===== config.mk =====
export PLATFORM = sky130hd
export DESIGN_NAME = internal_flash_ctrl
export DESIGN_NICKNAME = d
export VERILOG_FILES = /design/src/rtl/internal_flash_ctrl.sv
export SDC_FILE = /design/constraint.sdc
export NUM_CORES = 1
export LEC_CHECK = 0
export ABC_AREA = 0
export CAP_MARGIN = 20
export CORE_ASPECT_RATIO = 2
export CORE_MARGIN = 1
export CORE_UTILIZATION = 43
export DETAILED_ROUTE_END_ITERATION = 7
export PLACE_DENSITY_LB_ADDON = 0.05
export SLEW_MARGIN = 30
export SYNTH_ARGS = -nofsm -noshare
export SYNTH_HDL_FRONTEND = slang
export SYNTH_SLANG_ARGS = --single-unit

===== constraint.sdc =====
create_clock -name clock -period 3.2 [get_ports clock]
set_clock_uncertainty 0.2 [all_clocks]
set_input_delay 0.96 -clock clock [delete_from_list [all_inputs] [get_ports clock]]
set_output_delay 0.96 -clock clock [all_outputs]
set_load 0.005 [all_outputs]

===== src/rtl/internal_flash_ctrl.sv =====
// Command sequencer for the on-chip user flash: turns single read/write/page-erase
// host commands into CSR and data-port Avalon-MM traffic, with busy polling and timeout.
module internal_flash_ctrl #(
    parameter logic [23:0] TIMEOUT_CYCLES = 24'hFFFFFF,
    parameter logic [4:0]  OPEN_WP        = 5'b00000,
    parameter logic [4:0]  CLOSED_WP      = 5'b11111
) (
    input  logic        clock,
    input  logic        reset_n,
    input  logic        cmd_valid,
    output logic        cmd_ready,
    input  logic [1:0]  cmd_op,
    input  logic [11:0] cmd_addr,
    input  logic [31:0] cmd_wdata,
    output logic        rsp_valid,
    output logic [31:0] rsp_rdata,
    output logic        rsp_error,
    output logic        csr_addr,
    output logic        csr_read,
    output logic        csr_write,
    output logic [31:0] csr_writedata,
    input  logic [31:0] csr_readdata,
    output logic [11:0] data_addr,
    output logic        data_read,
    output logic        data_write,
    output logic [31:0] data_writedata,
    output logic [3:0]  data_burstcount,
    input  logic [31:0] data_readdata,
    input  logic        data_waitrequest,
    input  logic        data_readdatavalid
);

    typedef enum logic [3:0] {
        S_IDLE, S_RD_REQ, S_RD_WAIT, S_OPEN, S_WR_REQ,
        S_ER_REQ, S_POLL_REQ, S_POLL_CHK, S_CLOSE, S_RESP
    } state_e;

    typedef enum logic [1:0] {
        OP_READ    = 2'b00,
        OP_WRITE   = 2'b01,
        OP_ERASE   = 2'b10,
        OP_ILLEGAL = 2'b11
    } op_e;

    localparam logic [19:0] NO_ERASE_ADDR = 20'hFFFFF;

    state_e      state_q, state_d;
    op_e         op_q, op_d;
    logic [11:0] addr_q, addr_d;
    logic [31:0] wdata_q, wdata_d;
    logic [31:0] rdata_q, rdata_d;
    logic        err_q, err_d;
    logic        ready_q, ready_d;
    logic [23:0] cnt_q, cnt_d;
    logic        timeout;
    logic        unused_csr_bits;

    function automatic logic [31:0] ctrl_word(input logic [4:0] wp, input logic [19:0] erase_addr);
        return {4'hF, wp, 3'b111, erase_addr};
    endfunction

    // Only busy [1:0], write-ok [3] and erase-ok [4] of the status word matter.
    assign unused_csr_bits = ^{csr_readdata[31:5], csr_readdata[2]};

    assign timeout         = (cnt_q == TIMEOUT_CYCLES - 24'd1);
    assign cmd_ready       = ready_q;
    assign rsp_rdata       = rdata_q;
    assign rsp_valid       = (state_q == S_RESP);
    assign rsp_error       = (state_q == S_RESP) && err_q;
    assign data_burstcount = 4'd1;

    always_comb begin
        // NOTE: every signal gets a default here so no path through the case infers a latch.
        state_d        = state_q;
        op_d           = op_q;
        addr_d         = addr_q;
        wdata_d        = wdata_q;
        rdata_d        = rdata_q;
        err_d          = err_q;
        cnt_d          = cnt_q;
        csr_addr       = 1'b0;
        csr_read       = 1'b0;
        csr_write      = 1'b0;
        csr_writedata  = 32'h0;
        data_addr      = 12'h0;
        data_read      = 1'b0;
        data_write     = 1'b0;
        data_writedata = 32'h0;

        unique case (state_q)
            S_IDLE: begin
                if (cmd_valid && ready_q) begin
                    op_d    = op_e'(cmd_op);
                    addr_d  = cmd_addr;
                    wdata_d = cmd_wdata;
                    err_d   = (op_e'(cmd_op) == OP_ILLEGAL);
                    unique case (op_e'(cmd_op))
                        OP_READ:  state_d = S_RD_REQ;
                        OP_WRITE,
                        OP_ERASE: state_d = S_OPEN;
                        default:  state_d = S_RESP;
                    endcase
                end
            end
            S_RD_REQ: begin
                data_read = 1'b1;
                data_addr = addr_q;
                if (!data_waitrequest) state_d = S_RD_WAIT;
            end
            S_RD_WAIT: begin
                if (data_readdatavalid) begin
                    rdata_d = data_readdata;
                    state_d = S_RESP;
                end
            end
            S_OPEN: begin
                csr_write     = 1'b1;
                csr_addr      = 1'b1;
                csr_writedata = ctrl_word(OPEN_WP, NO_ERASE_ADDR);
                state_d       = (op_q == OP_ERASE) ? S_ER_REQ : S_WR_REQ;
            end
            S_WR_REQ: begin
                data_write     = 1'b1;
                data_addr      = addr_q;
                data_writedata = wdata_q;
                if (!data_waitrequest) begin
                    cnt_d   = 24'd0;
                    state_d = S_POLL_REQ;
                end
            end
            S_ER_REQ: begin
                csr_write     = 1'b1;
                csr_addr      = 1'b1;
                csr_writedata = ctrl_word(OPEN_WP, {8'h00, addr_q});
                cnt_d         = 24'd0;
                state_d       = S_POLL_REQ;
            end
            S_POLL_REQ: begin
                cnt_d = cnt_q + 24'd1;
                if (timeout) begin
                    err_d   = 1'b1;
                    state_d = S_CLOSE;
                end else begin
                    csr_read = 1'b1;
                    state_d  = S_POLL_CHK;
                end
            end
            S_POLL_CHK: begin
                cnt_d = cnt_q + 24'd1;
                if (timeout) begin
                    err_d   = 1'b1;
                    state_d = S_CLOSE;
                end else if (csr_readdata[1:0] != 2'b00) begin
                    state_d = S_POLL_REQ;
                end else begin
                    err_d   = (op_q == OP_WRITE) ? !csr_readdata[3] : !csr_readdata[4];
                    state_d = S_CLOSE;
                end
            end
            // Protection is restored even when the command has already failed.
            S_CLOSE: begin
                csr_write     = 1'b1;
                csr_addr      = 1'b1;
                csr_writedata = ctrl_word(CLOSED_WP, NO_ERASE_ADDR);
                state_d       = S_RESP;
            end
            S_RESP:  state_d = S_IDLE;
            default: state_d = S_IDLE;
        endcase

        ready_d = (state_d == S_IDLE);
    end

    // NOTE: state registers use non-blocking assignments so every flop samples pre-edge values.
    always_ff @(posedge clock or negedge reset_n) begin
        if (!reset_n) begin
            state_q <= S_IDLE;
            op_q    <= OP_READ;
            addr_q  <= 12'h0;
            wdata_q <= 32'h0;
            rdata_q <= 32'h0;
            err_q   <= 1'b0;
            ready_q <= 1'b0;
            cnt_q   <= 24'd0;
        end else begin
            state_q <= state_d;
            op_q    <= op_d;
            addr_q  <= addr_d;
            wdata_q <= wdata_d;
            rdata_q <= rdata_d;
            err_q   <= err_d;
            ready_q <= ready_d;
            cnt_q   <= cnt_d;
        end
    end

endmodule


Word level (Yosys, flattened, before mapping)
Cells that the tools add are included.
Word-level totals
  register bits: 108
  bits in latches: 0
  RAM bits: 0
  bits in read-only memories: 0
  input port bits: 115
  output and inout port bits: 120
  word-level logic and storage cells: 72
  memories kept: 0
Operators by class
  add/subtract/negate cells: 1
  multiply operators: 0
  divide/modulo/power cells: 0
  magnitude comparators: 0
  eq/ne operators: 19
  shifts and indexed selects: 0
  mux-type cells: 26
  bitwise operators: 0
  reductions and logical operators: 18
Operators with widths (number)
  32-bit case mux with 3 select lines: 1
  24-bit case mux with 3 select lines: 1
  4-bit case mux with 9 select lines: 1
  32-bit two-way mux: 1
  4-bit two-way mux: 7
  24-bit by 1-bit adder with 24-bit output (second input constant): 1
  24-bit == test (second input constant): 1
  24-bit two-way mux: 1
  4-bit by 3-bit == test with 1-bit output (second input constant): 4
  12-bit two-way mux: 1
  1-bit two-way mux: 11
  4-bit by 2-bit == test with 1-bit output (second input constant): 2
  4-bit == test (second input constant): 2
  4-bit zero test: 2
  4-bit case mux with 2 select lines: 1
  2-bit == test (second input constant): 3
  2-bit inequality test (second input constant): 3
  2-bit AND reduction: 3
  3-bit nonzero test: 2
  2-bit OR reduction: 3
  2-bit by 1-bit == test with 1-bit output (second input constant): 2
  4-bit by 1-bit == test with 1-bit output (second input constant): 1
  4-bit AND reduction: 1
  3-bit inequality test (second input constant): 1
  other kinds (6): 8

Longest topological paths before layout
Gate-level depths: netlist (run 1).
  depth in word-level cells: 6
  depth in mapped cells: 8
  depth with buffers taken out: 7

Worst setup path before layout (run 1)
Ideal clock, no wire load.
  kind: register to output
  start: reg state_q[2]
  end: out csr_write
  data arrival time: 1.645 ns
  data required time: 2.040 ns
  path slack: 0.395 ns
  stages on the path, launching flop included: 9
  buffers on the path: 3
  cell sequence: dfrtp_1 buf_4 nand2b_1 nor2_1 a21oi_1 a2bb2oi_1 buf_4 inv_1 buf_4
Between the ends
  longest elaborated chain between the ends: 3
  elaborated cells between the ends (all ways): 5
  classes of those cells: eq/ne (3); mux (1); reduce/logical (1)
Ends and longest elaborated chain
  from (decl): line 47  | state_e state_q, state_d;
  from (signal assigned): line 186  | state_q <= state_d;
  4-bit == test, or another cell as far along
  3-bit OR reduction (no source line) (*)
  1-bit two-way mux (*)
  to (decl): line 20  | output logic csr_write,
Every way passes the cells marked *; elsewhere a longest branch is shown, timed or not.

Worst setup path after layout (run 1)
  start: reg state_q[0]
  end: out csr_writedata[11]
Between the ends
  longest elaborated chain between the ends: 2
  elaborated cells between the ends (all ways): 4
  classes of those cells: eq/ne (3); mux (1)
Ends and longest elaborated chain
  4-bit == test, or another cell as far along: line 90  | unique case (state_q)
  32-bit case mux with 3 select lines (*): line 90
  to (decl): line 21  | output logic [31:0] csr_writedata,
Marks and branches as above.

==> results of run 1 <==
==> flip-flops by register name, indices dropped and copies added, names as in the netlist <==
name,cells
state_q,4
cmd_ready,1
err_q,1
addr_q,12
cnt_q,24
rsp_rdata,32
op_q,2
wdata_q,32
==> critical path: cells and delay by family, from the launching register on <==
family,cells,cell delay (ns)
muxes,1,0.17
DFF,1,0.43
and+or+nand+nor,4,0.42
buffers and inverters,4,0.67
==> where the power goes <==
group	switching [uW]	internal (uW)	leakage (uW)	total, uW
Combinational	1420	1870	0.00316	3290
Sequential	302	1880	0.00137	2180
Clock	509	608	0.000135	1120
Total	2230	4350	0.00467	6590
==> stage by stage <==
| step | instance area (sq um) | hold WS (ns) | TNS (ns) | worst slack (ns) | total power (uW) |
|---|---|---|---|---|---|
| after detailed placement | 7490 | 0.254 | -4.77 | -0.392 | 5160 |
| after floorplan | 5380 | 0.237 | 0 | 0.395 | 3650 |
| after global placement | 7490 | 0.249 | -3.39 | -0.290 | 5080 |
| final | 8190 | 0.267 | 0 | 0.0142 | 6590 |
| after global routing | 8190 | 0.291 | -0.669 | -0.0550 | 7000 |
| after CTS | 7930 | 0.271 | -0.606 | -0.109 | 6450 |
==> cells by family after synthesis <==
group,after synthesis
AO/OA/AOI/OAI,24
XOR/XNOR,19
adder cells (fa/ha/maj),3
buffers and inverters,61
flip-flops,108
multiplexers,35
other,2
AND/OR/NAND/NOR,320
==> worst paths after layout <==
| path | startpoint | slack, ns | end | cells after the start |
|---|---|---|---|---|
| min in group asynchronous | reset_n | 0.29 | wdata_q[5]$_DFFE_PN0P_ | 1 |
| max in group asynchronous | reset_n | 1.85 | wdata_q[30]$_DFFE_PN0P_ | 2 |
| max | state_q[0]$_DFF_PN0_ | 0.01 | csr_writedata[11] | 9 |
| min | wdata_q[31]$_DFFE_PN0P_ | 0.27 | wdata_q[31]$_DFFE_PN0P_ | 2 |
| max reg2reg | state_q[0]$_DFF_PN0_ | 1.01 | cnt_q[22]$_DFFE_PN0P_ | 7 |
| min reg2reg | wdata_q[31]$_DFFE_PN0P_ | 0.27 | wdata_q[31]$_DFFE_PN0P_ | 2 |
==> area by class of cell <==
class,count,share of cell area [%]
tap,147,2.24
clock buffer,10,2.79
clock inverter,5,0.763
sequential,108,33.0
timing repair buffer,251,31.4
multi-input combinational,405,29.5
inverter,6,0.275
==> cell usage after synthesis (2+ instances only) <==
cell	number
nand2_1	151
dfrtp_1	108
nor2_1	60
and3_1	38
mux2_2	33
buf_4	26
xor2_1	19
buf_2	17
nand4_1	17
nor2b_1	16
clkbuf_1	9
nand3_1	8
inv_1	6
a21oi_1	5
and2_1	4
nand2b_1	4
o21ai_0	4
and4_1	3
ha_1	3
nor3_1	3
nor3b_1	3
a221oi_1	2
a22o_1	2
a31oi_1	2
buf_1	2
conb_1	2
mux2i_1	2
nor4_4	2
o221ai_1	2
or3_1	2
==> layer usage <==
layer / part of all wire [%] / vias to the layer above / routed length [um] / GRT usage [%]
li1: - / 2268 / - / -
met5: 0.073 / - / 12 / 0
met4: 4.0 / 2 / 653 / 11.9
met2: 55 / 147 / 9080 / 48.1
met1: 35 / 2327 / 5770 / 27.0
met3: 5.9 / 43 / 980 / 7.20
==> what timing repair did <==
action	CTS	global route
pin swaps	4	5
hold buffers	0	0
endpoints found under the setup margin	80	46
gates resized for setup	29	59
buffers inserted	9	10
gates cloned	1	1
==> metrics.md, run 1 <==
| Metric | Value |
|---|---|
| First-pass GRT wire length | 26,000 um |
| CTS Sinks | 108 |
| Power Density | 804 nW/um^2 |
| Cells after synthesis | 572 |
| DRT Wirelength | 16,500 um |
| Nets | 899 |
| Adder-cell share of the synthesized area | 0.698% |
| Die Span X | 81.1 um |
| XOR/XNOR share of the synthesized area | 3.10% |
| # diodes | 0 |
| FF+latch area | 2700 sq um |
| Crit Path Class | flop to primary output |
| PortBufs | 202 |
| Most frequent cells in the layout | nand2_1, clkdlybuf4s50_1, dfrtp_1 |
| Hold Path Class | flop to flop |
| Top cells by area, synth | dfrtp_1, nand2_1, mux2_2 |
| Post-synthesis mux area share | 7.29% |
| Clock Tree Buf Depth | 2 |
| Synth Area in Simple Gates | 28.8% |
| Post-synth EDFFs | 0 |
| Vias in the first global route | 5,154 |
| CP max stage cell | dfrtp_1 |
| Area leader, netlist | dfrtp_1 |
| Status | finished clean |
| YS warnings | 0 |
| Top FF cell, synth | dfrtp_1 |
| P&R area growth vs syn | 52.4% |
| Startpoint Class | flop |
| Worst-Skew Late Latency | 0.34 ns |
| Tmin final | 3.19 ns |
| Sequential element share of the synthesized area | 50.3% |
| Core ar. | 12,200 sq um |
| WP data required | 2.04 ns |
| Iteration-0 DRC Markers | 163 |
| Initial antenna violation count | 1 |
| Placed Instances | 896 |
| Die area | 13,000 sq um |
| Synth Cell Area | 5380 sq um |
| Final Util | 67.2% |
| Starting Density | 44.1% |
| Clock transition at path regs | 0.07 ns |
| # H-tree levels | 3 |
| Routed vias | 4,787 |
| DRC viols | 0 |
| # fillers | 1,017 |
| CTS Root Cell | clkbuf_16 |
| Cell variety after synth | 47 |
| Worst setup EP type | primary output |
| DRT antenna net count | 0 |
| Gr usage total | 26.5% |
| Compound-gate portion of the synthesized area | 3.12% |
| Non-filler cells, final | 932 |
| Boundary pin count | 235 |
| WP data arrival | 2.03 ns |
| Final Hold Viols | 0 |
| Synthesized flop and latch total | 108 |
| Largest net degree at the start of global routing | 64 |
| Slew headroom | 65.4% |
| RSZ-0062 raised after global routing | true |
| Slew Viols, Final | 0 |
| Static Leak | 0.00467 uW |
| Number of detailed-route iterations in the first pass | 4 |
| DR vias/cell | 5.14 |
| Most common cell after layout, fill and taps aside | nand2_1 |
| Setup violators final | 0 |
| Peak supply drop | 0.000609 V |
| Final Cycle Share | 99.6% |
| Ratio of cells with drive above 1 in the final layout | 15.4% |
| Max Clk Rate | 314 MHz |
| Critical Path Fanout Max | 10 |
| FFs w/ async S/R, synth | 100% |
| Least-Margin Pin Slew | 0.518 ns |
| Worst-path cell chain | and2_4, buf_4, mux2i_2, nor2_2, buf_4, buf_6, nor2_1, nor2_1, dlygate4sd2_1 |
| Max cap viols | 0 |
| CP max stage delay | 0.43 ns |
| Total congestion overflow | 0 |
| Syn Area/Cell | 9.40 sq um |
| Multi-input gate area | 2420 sq um |
| Num CTS Buffers | 9 |
| Yosys top cell area share | 50.3% |
| CTS tree | done |
| Largest family of logic cells by synthesized area | simple AND/OR/NAND/NOR gates |
| Row cnt | 57 |
| Vert. Die Dim | 160 um |
| Final Wtd Congestion | 0.847 |
| HPWL after DPL | 11,800 um |
| Wire per inst | 17.7 um |
Note: power is estimated with default switching activity, not from simulation.
==> run 2, diff against run 1 <==
--- a/config.mk
+++ b/config.mk
@@ -7,11 +7,14 @@
 export LEC_CHECK = 0
 export ABC_AREA = 0
 export CAP_MARGIN = 20
+export CELL_PAD_IN_SITES_DETAIL_PLACEMENT = 0
+export CELL_PAD_IN_SITES_GLOBAL_PLACEMENT = 1
 export CORE_ASPECT_RATIO = 2
 export CORE_MARGIN = 1
-export CORE_UTILIZATION = 43
+export CORE_UTILIZATION = 31
 export DETAILED_ROUTE_END_ITERATION = 7
 export PLACE_DENSITY_LB_ADDON = 0.05
+export SETUP_SLACK_MARGIN = 0.05
 export SLEW_MARGIN = 30
 export SYNTH_ARGS = -nofsm -noshare
 export SYNTH_HDL_FRONTEND = slang
==> constraint.sdc (replaced) <==
create_clock -name clock -period 3 [get_ports clock]
set_clock_uncertainty 0.2 [all_clocks]
set_input_delay 0.9 -clock clock [delete_from_list [all_inputs] [get_ports clock]]
set_output_delay 0.9 -clock clock [all_outputs]
set_load 0.005 [all_outputs]
==> run 2 against run 1 <==
  * Critical path depth fell by 2
  * Worst setup slack improved by 0.022 ns
  * First-iteration DRC count is 26% lower
  * Combinational power up 16%
  * Hold slack gained 0.0012 ns
  * Clock power is 4% higher
  * Die area grew 38%
  * Non-clock buffer count increased by 27
  * Total power rose by 12%
  * Global-route usage decreased by 6.1 points
  * Register-to-register slack worse by 0.40 ns
  * Clock-buffer cell count unchanged
  * Critical endpoint is now csr_writedata[22]
==> metrics.md, run 2 (synthesis gave the netlist of run 1 again) <==
| Metric | Value |
|---|---|
| DRT antenna net count | 0 (unchanged) |
| Slew Viols, Final | 0 (unchanged) |
| WP data required | 1.90 ns (-0.14 ns) |
| Die Span X | 95.1 um (+17%) |
| Min Hold Slack | 0.268 ns (+0.00115 ns) |
| Tot Pwr | 7350 uW (+12%) |
| DR vias/cell | 4.74 (-7.8%) |
| Cts hold-fix bufs | 0 (unchanged) |
| Final Wtd Congestion | 0.837 (-1.1%) |
| Power Density | 879 nW/um^2 (+9.3%) |
| Wire per inst | 17.0 um (-4.2%) |
| Starting Density | 31.9% (-12 points) |
| Total congestion overflow | 0 (unchanged) |
| Row cnt | 67 (+18%) |
| Status | finished clean |
| Clock Tree Buf Depth | 2 (unchanged) |
| Most frequent cells in the layout | nand2_1, clkdlybuf4s50_1, dfrtp_1 |
| Final instance area | 8360 sq um (+2.0%) |
| Routed vias | 4,836 (+1.0%) |
| Hold Path Class | flop to flop |
| Max cap viols | 0 (unchanged) |
| Largest net degree at the start of global routing | 45 (-30%) |
| Critical Path Fanout Max | 6 (-4) |
| Max Clk Rate | 337 MHz |
| Most common cell after layout, fill and taps aside | nand2_1 |
| Iteration-0 DRC Markers | 121 (-26%) |
| Num CTS Buffers | 9 (unchanged) |
| Nets | 927 (+3.1%) |
| Vert. Die Dim | 188 um (+18%) |
| Worst-Skew Late Latency | 0.34 ns (about the same) |
| WP data arrival | 1.86 ns (-0.17 ns) |
| Setup TNS | 0 ns (unchanged) |
| Startpoint Class | flop |
| First-pass GRT wire length | 27,700 um (+6.7%) |
| Ratio of cells with drive above 1 in the final layout | 27.8% (+12 points) |
| DRT Wirelength | 17,300 um (+4.9%) |
| Boundary pin count | 235 (unchanged) |
| Worst slack, placed | -0.127 ns (+0.266 ns) |
| Die area | 17,900 sq um (+38%) |
| Worst setup EP type | primary output |
| Static Leak | 0.00415 uW (-11%) |
| Slew headroom | 61.7% (-3.8 points) |
| Least-Margin Pin Slew | 0.575 ns (+0.0564 ns) |
| Clock transition at path regs | 0.08 ns (about the same) |
| Vias in the first global route | 5,252 (+1.9%) |
| CTS Root Cell | clkbuf_16 |
| # fillers | 1,658 (+63%) |
| Final Cycle Share | 98.8% |
| CTS tree | done |
| # H-tree levels | 3 (unchanged) |
| RSZ-0062 raised after global routing | true |
| Number of detailed-route iterations in the first pass | 4 (unchanged) |
| Setup WS post-layout | 0.0357 ns (+0.0215 ns) |
| Placed cell area | 7630 sq um (+1.9%) |
| Setup violators final | 0 (unchanged) |
| Initial antenna violation count | 0 (-1) |
| DRC viols | 0 (unchanged) |
| Peak supply drop | 0.000351 V (-42%) |
| HPWL after DPL | 12,300 um (+4.3%) |
| Gr usage total | 20.4% (-6.1 points) |
| Tmin final | 2.96 ns |
| CTS Sinks | 108 (unchanged) |
| P&R area growth vs syn | 55.5% |
| Crit Path Class | flop to primary output |
| Core ar. | 16,800 sq um (+38%) |
| PortBufs | 202 (unchanged) |
| # diodes | 0 (unchanged) |
| Final Hold Viols | 0 (unchanged) |
run 2: cell type report:
type	instances	area, sq um	area share, %
clock inverter	6	56.3	0.673
multi-input combinational	405	2530	30.3
tap	207	259	3.10
inverter	6	28.8	0.344
sequential	108	2710	32.4
timing repair inverter	1	7.51	0.0898
clock buffer	10	229	2.74
timing repair buffer	278	2540	30.4
run 2: metal layers:
metal | routed length, um | GRT usage, % | vias to the layer above
li1 | - | - | 2330
met1 | 6220 | 21.5 | 2341
met2 | 9630 | 37.3 | 134
met3 | 886 | 4.76 | 31
met4 | 568 | 8.45 | 0
met5 | 0 | 0 | -
run 2: timing repair:
| action | 4_1_cts | 5_1_grt |
|---|---|---|
| resized for setup | 212 | 88 |
| endpoints found under the setup margin | 82 | 40 |
| pin swaps | 12 | 10 |
| gates cloned | 5 | 0 |
| buffers inserted | 33 | 7 |
run 2: metrics by stage:
stage | std cells | util (%)
4_1_cts | 1016 | 49.9
3_3_place_gp | 962 | 45.3
6_report | 1021 | 49.6
2_1_floorplan | 574 | -
3_5_place_dp | 962 | 45.3
5_1_grt | 1021 | 49.6
run 2: final timing paths:
path	slack (ns)	cells past startpoint	to	from
max	0.04	7	csr_writedata[22]	state_q[3]$_DFF_PN0_
min	0.27	2	wdata_q[13]$_DFFE_PN0P_	wdata_q[13]$_DFFE_PN0P_
max reg2reg	0.61	8	cmd_ready$_DFF_PN0_	state_q[2]$_DFF_PN0_
min reg2reg	0.27	2	wdata_q[13]$_DFFE_PN0P_	wdata_q[13]$_DFFE_PN0P_
max in group asynchronous	1.60	2	state_q[1]$_DFF_PN0_	reset_n
min in group asynchronous	0.33	1	wdata_q[4]$_DFFE_PN0P_	reset_n
run 2: power breakdown:
group / internal [uW] / total, uW / switching [uW]
Sequential: 2010 / 2380 / 371
Combinational: 2150 / 3810 / 1660
Clock: 583 / 1160 / 580
Total: 4740 / 7350 / 2610
run 2: critical path, cell delays in order, from the launching register on:
cell,delay [ns]
dfrtp_1,0.42
and2b_4,0.24
a21oi_4,0.17
a2bb2oi_4,0.19
buf_6,0.16
clkinvlp_4,0.10
buf_6,0.12
buf_6,0.10
